## src/rtl/pipelined_adder_switch.sv

```systemverilog
// Adder-tree node: picks two lanes, then adds, forwards or emits them as VN outputs, or accumulates
// a multi-beat group. Results travel an elastic ADD_LAT-stage pipeline with full backpressure.
module pipelined_adder_switch #(
    parameter int DATA_W  = 32,
    parameter int NUM_IN  = 4,
    parameter int SEL_W   = $clog2(NUM_IN),
    parameter int ADD_LAT = 2
) (
    input  logic                       CLK,
    input  logic                       rst_n,
    input  logic                       i_valid,
    output logic                       o_ready,
    input  logic [NUM_IN*DATA_W-1:0]   i_data_bus,
    input  logic [SEL_W-1:0]           i_sel_l,
    input  logic [SEL_W-1:0]           i_sel_r,
    input  logic [2:0]                 i_cmd,
    input  logic                       i_last,
    output logic                       o_valid,
    input  logic                       i_ready,
    output logic [2*DATA_W-1:0]        o_adder,
    output logic [1:0]                 o_adder_valid,
    output logic [2*DATA_W-1:0]        o_vn,
    output logic [1:0]                 o_vn_valid,
    output logic                       o_ovf
);

    // Stage 0 captures the accepted beat; stage LAST drives the outputs.
    localparam int NS   = ADD_LAT + 1;
    localparam int LAST = ADD_LAT;

    logic [DATA_W-1:0] op_a, op_b, sum_ab, acc_sum;
    logic              ovf_ab, ovf_acc, accept;

    logic [DATA_W-1:0] acc_q, acc_d;
    logic              sticky_q, sticky_d;

    logic [2*DATA_W-1:0] in_add, in_vn;
    logic [1:0]          in_av, in_vv;
    logic                in_ovf;

    logic [2*DATA_W-1:0] add_q [NS];
    logic [2*DATA_W-1:0] add_d [NS];
    logic [2*DATA_W-1:0] vn_q  [NS];
    logic [2*DATA_W-1:0] vn_d  [NS];
    logic [1:0]          av_q  [NS];
    logic [1:0]          av_d  [NS];
    logic [1:0]          vv_q  [NS];
    logic [1:0]          vv_d  [NS];
    logic [NS-1:0]       ovf_q, ovf_d;
    logic [NS-1:0]       stage_vld, stage_rdy;

    always_comb begin
        op_a = '0;
        op_b = '0;
        for (int k = 0; k < NUM_IN; k++) begin
            if (i_sel_l == SEL_W'(k)) op_a = i_data_bus[k*DATA_W +: DATA_W];
            if (i_sel_r == SEL_W'(k)) op_b = i_data_bus[k*DATA_W +: DATA_W];
        end
    end

    assign sum_ab  = op_a + op_b;
    assign ovf_ab  = (op_a[DATA_W-1] == op_b[DATA_W-1]) && (sum_ab[DATA_W-1] != op_a[DATA_W-1]);
    assign acc_sum = acc_q + sum_ab;
    assign ovf_acc = (acc_q[DATA_W-1] == sum_ab[DATA_W-1]) &&
                     (acc_sum[DATA_W-1] != acc_q[DATA_W-1]);
    assign accept  = i_valid && o_ready;

    // Beats with no valid field become zero-payload bubbles.
    always_comb begin
        in_add   = '0;
        in_av    = '0;
        in_vn    = '0;
        in_vv    = '0;
        in_ovf   = 1'b0;
        acc_d    = acc_q;
        sticky_d = sticky_q;
        if (accept) begin
            case (i_cmd)
                3'b001: begin
                    in_add = {op_a, op_b};
                    in_av  = 2'b11;
                end
                3'b010: begin
                    in_add = {sum_ab, sum_ab};
                    in_av  = 2'b11;
                    in_ovf = ovf_ab;
                end
                3'b011: begin
                    in_vn  = {{DATA_W{1'b0}}, op_a};
                    in_vv  = 2'b01;
                    in_add = {{DATA_W{1'b0}}, op_b};
                    in_av  = 2'b01;
                end
                3'b100: begin
                    in_vn  = {op_b, {DATA_W{1'b0}}};
                    in_vv  = 2'b10;
                    in_add = {op_a, {DATA_W{1'b0}}};
                    in_av  = 2'b10;
                end
                3'b101: begin
                    in_vn = {op_a, op_b};
                    in_vv = 2'b11;
                end
                3'b110: begin
                    if (i_last) begin
                        in_add   = {acc_sum, acc_sum};
                        in_av    = 2'b11;
                        in_ovf   = sticky_q | ovf_ab | ovf_acc;
                        acc_d    = '0;
                        sticky_d = 1'b0;
                    end else begin
                        acc_d    = acc_sum;
                        sticky_d = sticky_q | ovf_ab | ovf_acc;
                    end
                end
                default: ;
            endcase
        end
    end

    always_comb begin
        for (int k = 0; k < NS; k++) begin
            stage_vld[k] = (av_q[k] != 2'b00) || (vv_q[k] != 2'b00);
        end
    end

    // A stage may load whenever it holds a bubble or its successor is moving.
    always_comb begin
        logic rdy;
        rdy             = !stage_vld[LAST] || i_ready;
        stage_rdy       = '0;
        stage_rdy[LAST] = rdy;
        for (int k = LAST - 1; k >= 0; k--) begin
            rdy          = !stage_vld[k] || rdy;
            stage_rdy[k] = rdy;
        end
    end

    always_comb begin
        for (int k = 0; k < NS; k++) begin
            add_d[k] = add_q[k];
            vn_d[k]  = vn_q[k];
            av_d[k]  = av_q[k];
            vv_d[k]  = vv_q[k];
            ovf_d[k] = ovf_q[k];
        end
        if (stage_rdy[0]) begin
            add_d[0] = in_add;
            vn_d[0]  = in_vn;
            av_d[0]  = in_av;
            vv_d[0]  = in_vv;
            ovf_d[0] = in_ovf;
        end
        for (int k = 1; k < NS; k++) begin
            if (stage_rdy[k]) begin
                add_d[k] = add_q[k-1];
                vn_d[k]  = vn_q[k-1];
                av_d[k]  = av_q[k-1];
                vv_d[k]  = vv_q[k-1];
                ovf_d[k] = ovf_q[k-1];
            end
        end
    end

    always_ff @(posedge CLK or negedge rst_n) begin
        if (!rst_n) begin
            acc_q    <= '0;
            sticky_q <= 1'b0;
            ovf_q    <= '0;
            for (int k = 0; k < NS; k++) begin
                add_q[k] <= '0;
                vn_q[k]  <= '0;
                av_q[k]  <= '0;
                vv_q[k]  <= '0;
            end
        end else begin
            acc_q    <= acc_d;
            sticky_q <= sticky_d;
            ovf_q    <= ovf_d;
            for (int k = 0; k < NS; k++) begin
                add_q[k] <= add_d[k];
                vn_q[k]  <= vn_d[k];
                av_q[k]  <= av_d[k];
                vv_q[k]  <= vv_d[k];
            end
        end
    end

    assign o_valid       = stage_vld[LAST];
    assign o_ready       = stage_rdy[LAST];
    assign o_adder       = add_q[LAST];
    assign o_adder_valid = av_q[LAST];
    assign o_vn          = vn_q[LAST];
    assign o_vn_valid    = vv_q[LAST];
    assign o_ovf         = ovf_q[LAST];

endmodule

```

## config.mk

```make
export PLATFORM = sky130hd
export DESIGN_NAME = pipelined_adder_switch
export DESIGN_NICKNAME = d
export VERILOG_FILES = /design/src/rtl/pipelined_adder_switch.sv
export SDC_FILE = /design/constraint.sdc
export NUM_CORES = 1
export LEC_CHECK = 0
export ABC_CLOCK_PERIOD_IN_PS = 3700
export CAP_MARGIN = 0
export CORE_UTILIZATION = 50
export DETAILED_ROUTE_END_ITERATION = 8
export PLACE_DENSITY = 0.79
export SYNTH_ARGS = -nofsm -noshare
export SYNTH_HDL_FRONTEND = slang
export SYNTH_SLANG_ARGS = --single-unit
export TNS_END_PERCENT = 5
```

## constraint.sdc

```tcl
create_clock -name CLK -period 3.7 [get_ports CLK]
set_clock_uncertainty 0.15 [all_clocks]
set_input_delay 0.74 -clock CLK [delete_from_list [all_inputs] [get_ports CLK]]
set_output_delay 0.74 -clock CLK [all_outputs]
set_load 0.01 [all_outputs]
```

==> impl_summary.log, run 1 <==
[metrics] run status: complete, but fails checks
[metrics] failing checks: setup timing
[metrics] count of buffering cells on the critical path with inverters included: 7
[metrics] maximum fanout along the worst path: 7
[metrics] post-synthesis sequential area ratio: 47.3%
[metrics] Lkg Pwr: 14.5 nW
[metrics] flop-to-flop setup slack: 0.51 ns
[metrics] total number of yosys warnings: 0
[metrics] largest area contributor in the netlist: dfrtp_1
[metrics] first-pass GRT wire length: around 110 mm
[metrics] unrepaired setup endpoints after global routing: yes
[metrics] Max Clock Freq: approximately 190 MHz
[metrics] antenna diode count: 0
[metrics] post-synth top area share: 47.3%
[metrics] Final Hold Viols: 0
[metrics] starting utilization of the core area: 51.2%
[metrics] number of register bits inferred by synthesis: 432
[metrics] crit-path leading delay family: compound AO/OA/AOI/OAI gates
[metrics] clock slew seen by the registers of the worst setup and hold paths: 0.06 ns
[metrics] Worst IR Drop VDD: 0.494 mV
[metrics] area inside the core boundary: 44600 µm²
[metrics] Critical Path End: add_q[158]
[metrics] residual overflow from global routing: 0
[metrics] Async SR Flop Fraction: 100%
[metrics] source of the critical timing path: i_sel_r[0]
[metrics] worst path required time: 3.99 ns
[metrics] Hold WS: 0.0593 ns
[metrics] Max Buffers Root-to-Sink: 3
[metrics] Mapped Nets: 2425
[metrics] share of the clock period used by the worst path after layout: 144%
[metrics] power per unit of standard cell area: 649 nW/µm²
[metrics] startpoint kind of the worst setup timing path: input pin
[metrics] GR Util All Layers: 32.1%
[metrics] average footprint of a synthesized cell: roughly 10 µm²
[metrics] number of pins exceeding their max-slew limit in the final report: 0
[metrics] total area of multi-input combinational cells: 11400 µm²
[metrics] top-level port count: 275
[metrics] clock insertion delay at the later pin of the skew report: 0.59 ns
[metrics] fin crit period: 5.35 ns
[metrics] number of global-route vias before repair: between 15000 and 20000
[metrics] Pre-Repair DR Iteration Count: 6
[metrics] CTS HTree Levels: 2
[metrics] Power, Total: 19.7 mW
[metrics] Post-route DRC: 0
[metrics] Area contributors post-synth: dfrtp_1 47%, nand2_1 9.0%, mux2_2 6.5%, mux4_2 6.3%, buf_4 4.3%
[metrics] FP Rows: 77
[metrics] Placer Congestion: 0.956
[metrics] depth of the critical timing path with buffers and inverters included: 25
[metrics] highest-count cells in the layout ignoring fill and taps: 546 x nand2_1, 432 x dfrtp_1, 344 x buf_4
[metrics] Initial DRC Count: 1683
[metrics] most frequent standard cell in the layout excluding fill and tap cells: nand2_1
[metrics] Die H: ~220 µm
[metrics] CTS Buf Count: 46
[metrics] post-synthesis instance area: approximately 23000 µm²
[metrics] flip-flop cell with the highest count after synthesis: dfrtp_1
[metrics] slew at the pin with the worst max-slew slack: 0.869 ns
[metrics] Slew HR: 42.1%
[metrics] total detailed-routing wirelength: ~75 mm
[metrics] Final setup viols: 83
[metrics] library cell used as clock root buffer: clkbuf_16
[metrics] stage delay of the slowest cell on the critical path: approximately 0.54 ns
[metrics] number of inserted filler cells in the final layout: approximately 3300
[metrics] reg-to-reg endpoint: add_q[158]
[metrics] clock tree from TritonCTS: built
[metrics] critical register-to-register path startpoint: acc_q[0]
[metrics] die width: 216 µm
[metrics] arrival time at the worst endpoint: 5.64 ns
[metrics] Avg Vias per Cell: 5.92
[metrics] CP Capture Type: register
[metrics] worst-case setup margin in the final layout: -1.65 ns
[metrics] combined flip-flop and latch cell area: 10800 µm²
[metrics] Unique masters post-synth: a little under 80
[metrics] ratio of cells with drive above 1 in the final layout: 29.2%
[metrics] number of flops mapped to enable cells by yosys: 0
[metrics] area of the die: around 47000 µm²
[metrics] antenna violations before repair: 3
[metrics] Via Count: 19400
[metrics] count of buffers inserted at the top-level ports: 274
[metrics] P&R area growth vs syn: 33.0%
[metrics] remaining antenna violation count: 0
[metrics] worst r2r path cells: 14
[metrics] number of instances in the synthesized netlist: 2220
[metrics] clock sinks: around 430
[metrics] dpl hpwl: 53.6 mm
[metrics] Crit Path Class: in2reg
[metrics] cell at the slowest stage of the critical path: mux4_2
[metrics] number of max-cap violations: 0
[metrics] largest net degree at the start of global routing: 101
[metrics] worst hold path class: in2async
[metrics] Routed wire per std cell: 22.8 µm
[metrics] count of nets after finishing: ~2900
[per-layer routing]
layer / global-route usage (%) / wire (µm) / vias to the layer above
li1: - / - / 8571
met1: 44.5 / 30600 / 9745
met2: 51.3 / 35400 / 921
met3: 6.16 / 6470 / 129
met4: 9.39 / 2080 / 6
met5: 0 / 45 / -
[synthesized netlist by cell type, types with 12 or more instances]
| cell | number |
|---|---|
| mux4_2 | 64 |
| xor2_1 | 19 |
| a22o_1 | 14 |
| dfrtp_1 | 432 |
| buf_4 | 132 |
| a21oi_1 | 70 |
| o21ai_0 | 130 |
| clkbuf_1 | 113 |
| inv_1 | 26 |
| xnor2_1 | 36 |
| o211ai_1 | 14 |
| nor2b_1 | 13 |
| a22oi_1 | 101 |
| a21o_1 | 49 |
| nand3_1 | 17 |
| a221o_1 | 12 |
| nor3_1 | 12 |
| nor2_1 | 39 |
| mux2_2 | 132 |
| o221ai_1 | 12 |
| a31oi_1 | 12 |
| ha_1 | 63 |
| nand2_1 | 548 |
[worst min path at each step]
stage,depth (start not counted),slack [ns],from,to
CTS,1,0.1,rst_n,o_adder[30]
floorplan,0,0.29,rst_n,acc_q[0]
global placement,2,0.30,o_adder[43],o_adder[43]
global route,1,0.12,rst_n,o_adder[58]
finish,1,0.06,rst_n,o_adder[58]
detailed placement,2,0.31,o_adder[43],o_adder[43]
[logic make-up after synthesis]
logic type      after synthesis  synth area share [%]
compound gates              491                  14.4
xor+xnor                     58                  2.32
fa+ha+maj                    65                  3.63
buf+inv                     289                  6.96
flops                       432                  47.3
mux                         199                  13.0
simple gates                686                  12.4
[final cells by class]
class                           count  area share (%)
Sequential cell                   432            35.6
Tap cell                          592            2.44
Clock buffer                       65            4.26
Inverter                           27           0.350
Multi-Input combinational cell   1499            37.5
Clock inverter                     17           0.655
Timing Repair Buffer              642            19.2
[per-stage QoR]
stage / utilization [%] / cells / TNS, ns / cell area (µm²) / setup slack [ns]
5_1_grt: 68.1 / 3274 / -108.95 / 30400 / -1.78
3_5_place_dp: 61.9 / 3153 / -177.31 / 27600 / -2.58
6_report: 68.1 / 3274 / -96.45 / 30400 / -1.65
2_1_floorplan: - / 2220 / -118.63 / 23000 / -2.02
3_3_place_gp: 61.9 / 3153 / -173.97 / 27600 / -2.53
4_1_cts: 67.0 / 3261 / -92.41 / 29900 / -1.56
[flip-flops by register name, summed over array words and instances (netlist names), 3 cells and up]
name and cells:
o_adder 64, vn_q 128, ovf_q 3, vv_q 4
av_q 4, o_vn 64, add_q 128, acc_q 32
[report_power, final]
group	internal (mW)	switching, mW
clock	2.66	1.95
sequential	5.37	0.454
combinational	4.43	4.86
[timing repair]
| item | in CTS | in global routing |
|---|---|---|
| hold buffers | 0 | 0 |
| endpoints found under the setup margin | 85 | 85 |
| setup buffers | 23 | 14 |
| pin swaps | 44 | 45 |
| cloned | 3 | 0 |
| resized for setup | 104 | 63 |
| endpoints found under the hold margin | 0 | 0 |
No activity file was read; power rests on OpenSTA's default activity.
==> run 2, diff against run 1 <==
--- a/config.mk
+++ b/config.mk
@@ -10,6 +10,7 @@
 export CORE_UTILIZATION = 50
 export DETAILED_ROUTE_END_ITERATION = 8
 export PLACE_DENSITY = 0.79
+export SKIP_CTS_REPAIR_TIMING = 1
 export SYNTH_ARGS = -nofsm -noshare
 export SYNTH_HDL_FRONTEND = slang
 export SYNTH_SLANG_ARGS = --single-unit
==> run 2 against run 1 <==
The run still ends with setup timing left. Cell count is essentially flat. Clock power is essentially flat. Count of clock-buffer cells in the layout is the same. Largest power group unchanged. Worst setup slack gained 0.050 ns. Fmax grew 0.94%. Sequential share of layout area is essentially flat. Worst hold slack lost 0.015 ns.
==> impl_summary.log, run 2 (same netlist as run 1, synthesis figures left out) <==
[metrics] run status: complete, but fails checks
[metrics] failing checks: setup timing
[metrics] remaining antenna violation count: 0
[metrics] Initial DRC Count: ~1800
[metrics] worst path required time: 4.00 ns
[metrics] antenna diode count: 0
[metrics] Power, Total: 19.6 mW
[metrics] library cell used as clock root buffer: clkbuf_16
[metrics] switching fraction of total power: 36.9%
[metrics] first-pass GRT wire length: 111 mm
[metrics] Seq pwr share: 29.6%
[metrics] total detailed-routing wirelength: 74.6 mm
[metrics] P&R area growth vs syn: 32.9%
[metrics] clock slew seen by the registers of the worst setup and hold paths: 0.06 ns
[metrics] unrepaired setup endpoints after global routing: yes
[metrics] number of max-cap violations: 0
[metrics] Post-route DRC: 0
[metrics] maximum fanout along the worst path: 5
[metrics] fin crit period: roughly 5.3 ns
[metrics] CTS Buf Count: 46
[metrics] CTS HTree Levels: 2
[metrics] area inside the core boundary: 44600 µm²
[metrics] reg-to-reg endpoint: add_q[156]
[metrics] Max Buffers Root-to-Sink: 3
[metrics] top-level port count: about 280
[metrics] highest-count cells in the layout ignoring fill and taps: 548 x nand2_1, 432 x dfrtp_1, 342 x buf_4
[metrics] Final setup viols: 83
[metrics] ratio of cells with drive above 1 in the final layout: 29.1%
[metrics] clock tree from TritonCTS: built
[metrics] number of global-route vias before repair: ~19000
[metrics] residual overflow from global routing: 0
[metrics] die width: 216 µm
[metrics] arrival time at the worst endpoint: 5.59 ns
[metrics] Die H: between 200 and 250 µm
[metrics] Routed wire per std cell: between 20 and 25 µm
[metrics] share of the clock period used by the worst path after layout: 143%
[metrics] worst r2r path cells: 13
[metrics] antenna violations before repair: 2
[metrics] Max Clock Freq: 189 MHz
[metrics] clock insertion delay at the later pin of the skew report: between 0.5 and 0.6 ns
[metrics] starting utilization of the core area: 51.2%
[metrics] CP Capture Type: register
[metrics] clock sinks: 432
[metrics] count of buffers inserted at the top-level ports: 274
[metrics] Avg Vias per Cell: between 5 and 6
[metrics] count of nets after finishing: roughly 2900
[metrics] GR Util All Layers: 30.9%
[metrics] worst hold path class: in2async
[metrics] power per unit of standard cell area: 647 nW/µm²
[metrics] Clk network pwr share: 23.5%
[metrics] Lkg Pwr: roughly 15 nW
[metrics] Via Count: ~20000
[metrics] Worst IR Drop VDD: 0.401 mV
[metrics] final cell count without fillers: 3276
[metrics] Crit Path Class: in2reg
[metrics] number of pins exceeding their max-slew limit in the final report: 0
[metrics] Placer Congestion: 0.956
[metrics] startpoint kind of the worst setup timing path: input pin
[metrics] FP Rows: 77
[metrics] portion of total power attributed to combinational logic: 46.9%
[metrics] Final Hold Viols: 0
[metrics] most frequent standard cell in the layout excluding fill and tap cells: nand2_1
[metrics] dpl hpwl: 53.6 mm
[metrics] worst-case setup margin in the final layout: -1.60 ns
[metrics] Pre-Repair DR Iteration Count: 5
[metrics] flop-to-flop setup slack: 0.42 ns
[metrics] largest registers: add_q: 128 flops, vn_q: 128 flops
[metrics] Slew HR: 41.0%
[metrics] Switch Pwr: 7.25 mW
[metrics] area of the die: 46500 µm²
[metrics] slew at the pin with the worst max-slew slack: 0.885 ns
[metrics] number of placed cells counting well taps: 3153
[metrics] critical register-to-register path startpoint: acc_q[0]
[metrics] internal portion of total power: 12.4 mW
[metrics] largest net degree at the start of global routing: 101
[metrics] final design utilization: 68.0%
run 2: cell count changes in the layout (fill, tap and decap cells not counted), sizes merged:
| cell | previous run | this run |
|---|---|---|
| dlygate4sd2 | 8 | 0 |
| clkbuf | 65 | 67 |
| clkdlybuf4s15 | 1 | 0 |
| clkdlybuf4s50 | 261 | 259 |
| bufbuf | 3 | 0 |
| dlymetal6s2s | 0 | 11 |
| buf | 369 | 372 |
run 2: layer usage:
layer / global-route usage [%] / wire [µm] / vias up
met3: 6.09 / 6340 / 132
met1: 43.3 / 30900 / 9835
li1: - / - / 8597
met4: 9.08 / 2080 / 4
met2: 48.9 / 35300 / 934
met5: 0 / 33 / -
run 2: metrics by stage:
step           instance area [µm²]  setup WS [ns]  setup TNS (ns)  hold slack [ns]
4_1_cts                      29100          -2.03         -123.74           0.0996
3_5_place_dp                 27600          -2.58         -177.31            0.306
5_1_grt                      30300          -1.76         -109.80            0.123
2_1_floorplan                23000          -2.02         -118.63            0.290
6_report                     30300          -1.60          -97.41           0.0443
3_3_place_gp                 27600          -2.53         -173.97            0.302
run 2: area by class of cell:
cell class              count  area (µm²)
repair buffers            644        5900
fillers                  3294       14300
multi-input cells        1499       11300
flip-flops and latches    432       10800
clock buffers              65        1290
well taps                 592         741
inverters                  27         104
clock inverters            17         199
run 2: how the worst max path moves through the flow:
stage                    start    endpoint  slack [ns]  cells after the start
global placement    i_sel_r[1]   acc_q[26]       -2.53                     20
global route        i_sel_r[0]  add_q[156]       -1.76                     25
CTS                 i_sel_r[1]   acc_q[31]       -2.03                     23
finish              i_sel_r[0]  add_q[157]       -1.60                     20
detailed placement  i_sel_r[1]   acc_q[31]       -2.58                     23
floorplan           i_sel_l[0]  add_q[157]       -2.02                     24
run 2: power by group through the flow:
stage	sequential (mW)	clock, mW	combinational [mW]
after floorplan	5.70	0	4.79
after global placement	5.83	0	8.03
after detailed placement	5.86	0	8.14
after CTS	5.79	4.67	8.20
after global routing	5.89	4.85	9.84
final	5.82	4.62	9.21
run 2: worst max-delay path: stages:
cell and delay [ns]:
buf_12 0.08, buf_12 0.12, buf_12 0.14, mux4_2 0.59, fa_2 0.37, a21o_1 0.20
a21oi_2 0.18, nor3_2 0.07, or3_4 0.37, a311oi_1 0.22, nor2_1 0.14, ha_1 0.36
and3_1 0.20, a211o_1 0.29, o21a_1 0.23, o31a_1 0.30, a211o_1 0.33, a31oi_1 0.21
xor2_1 0.28, o211ai_1 0.14
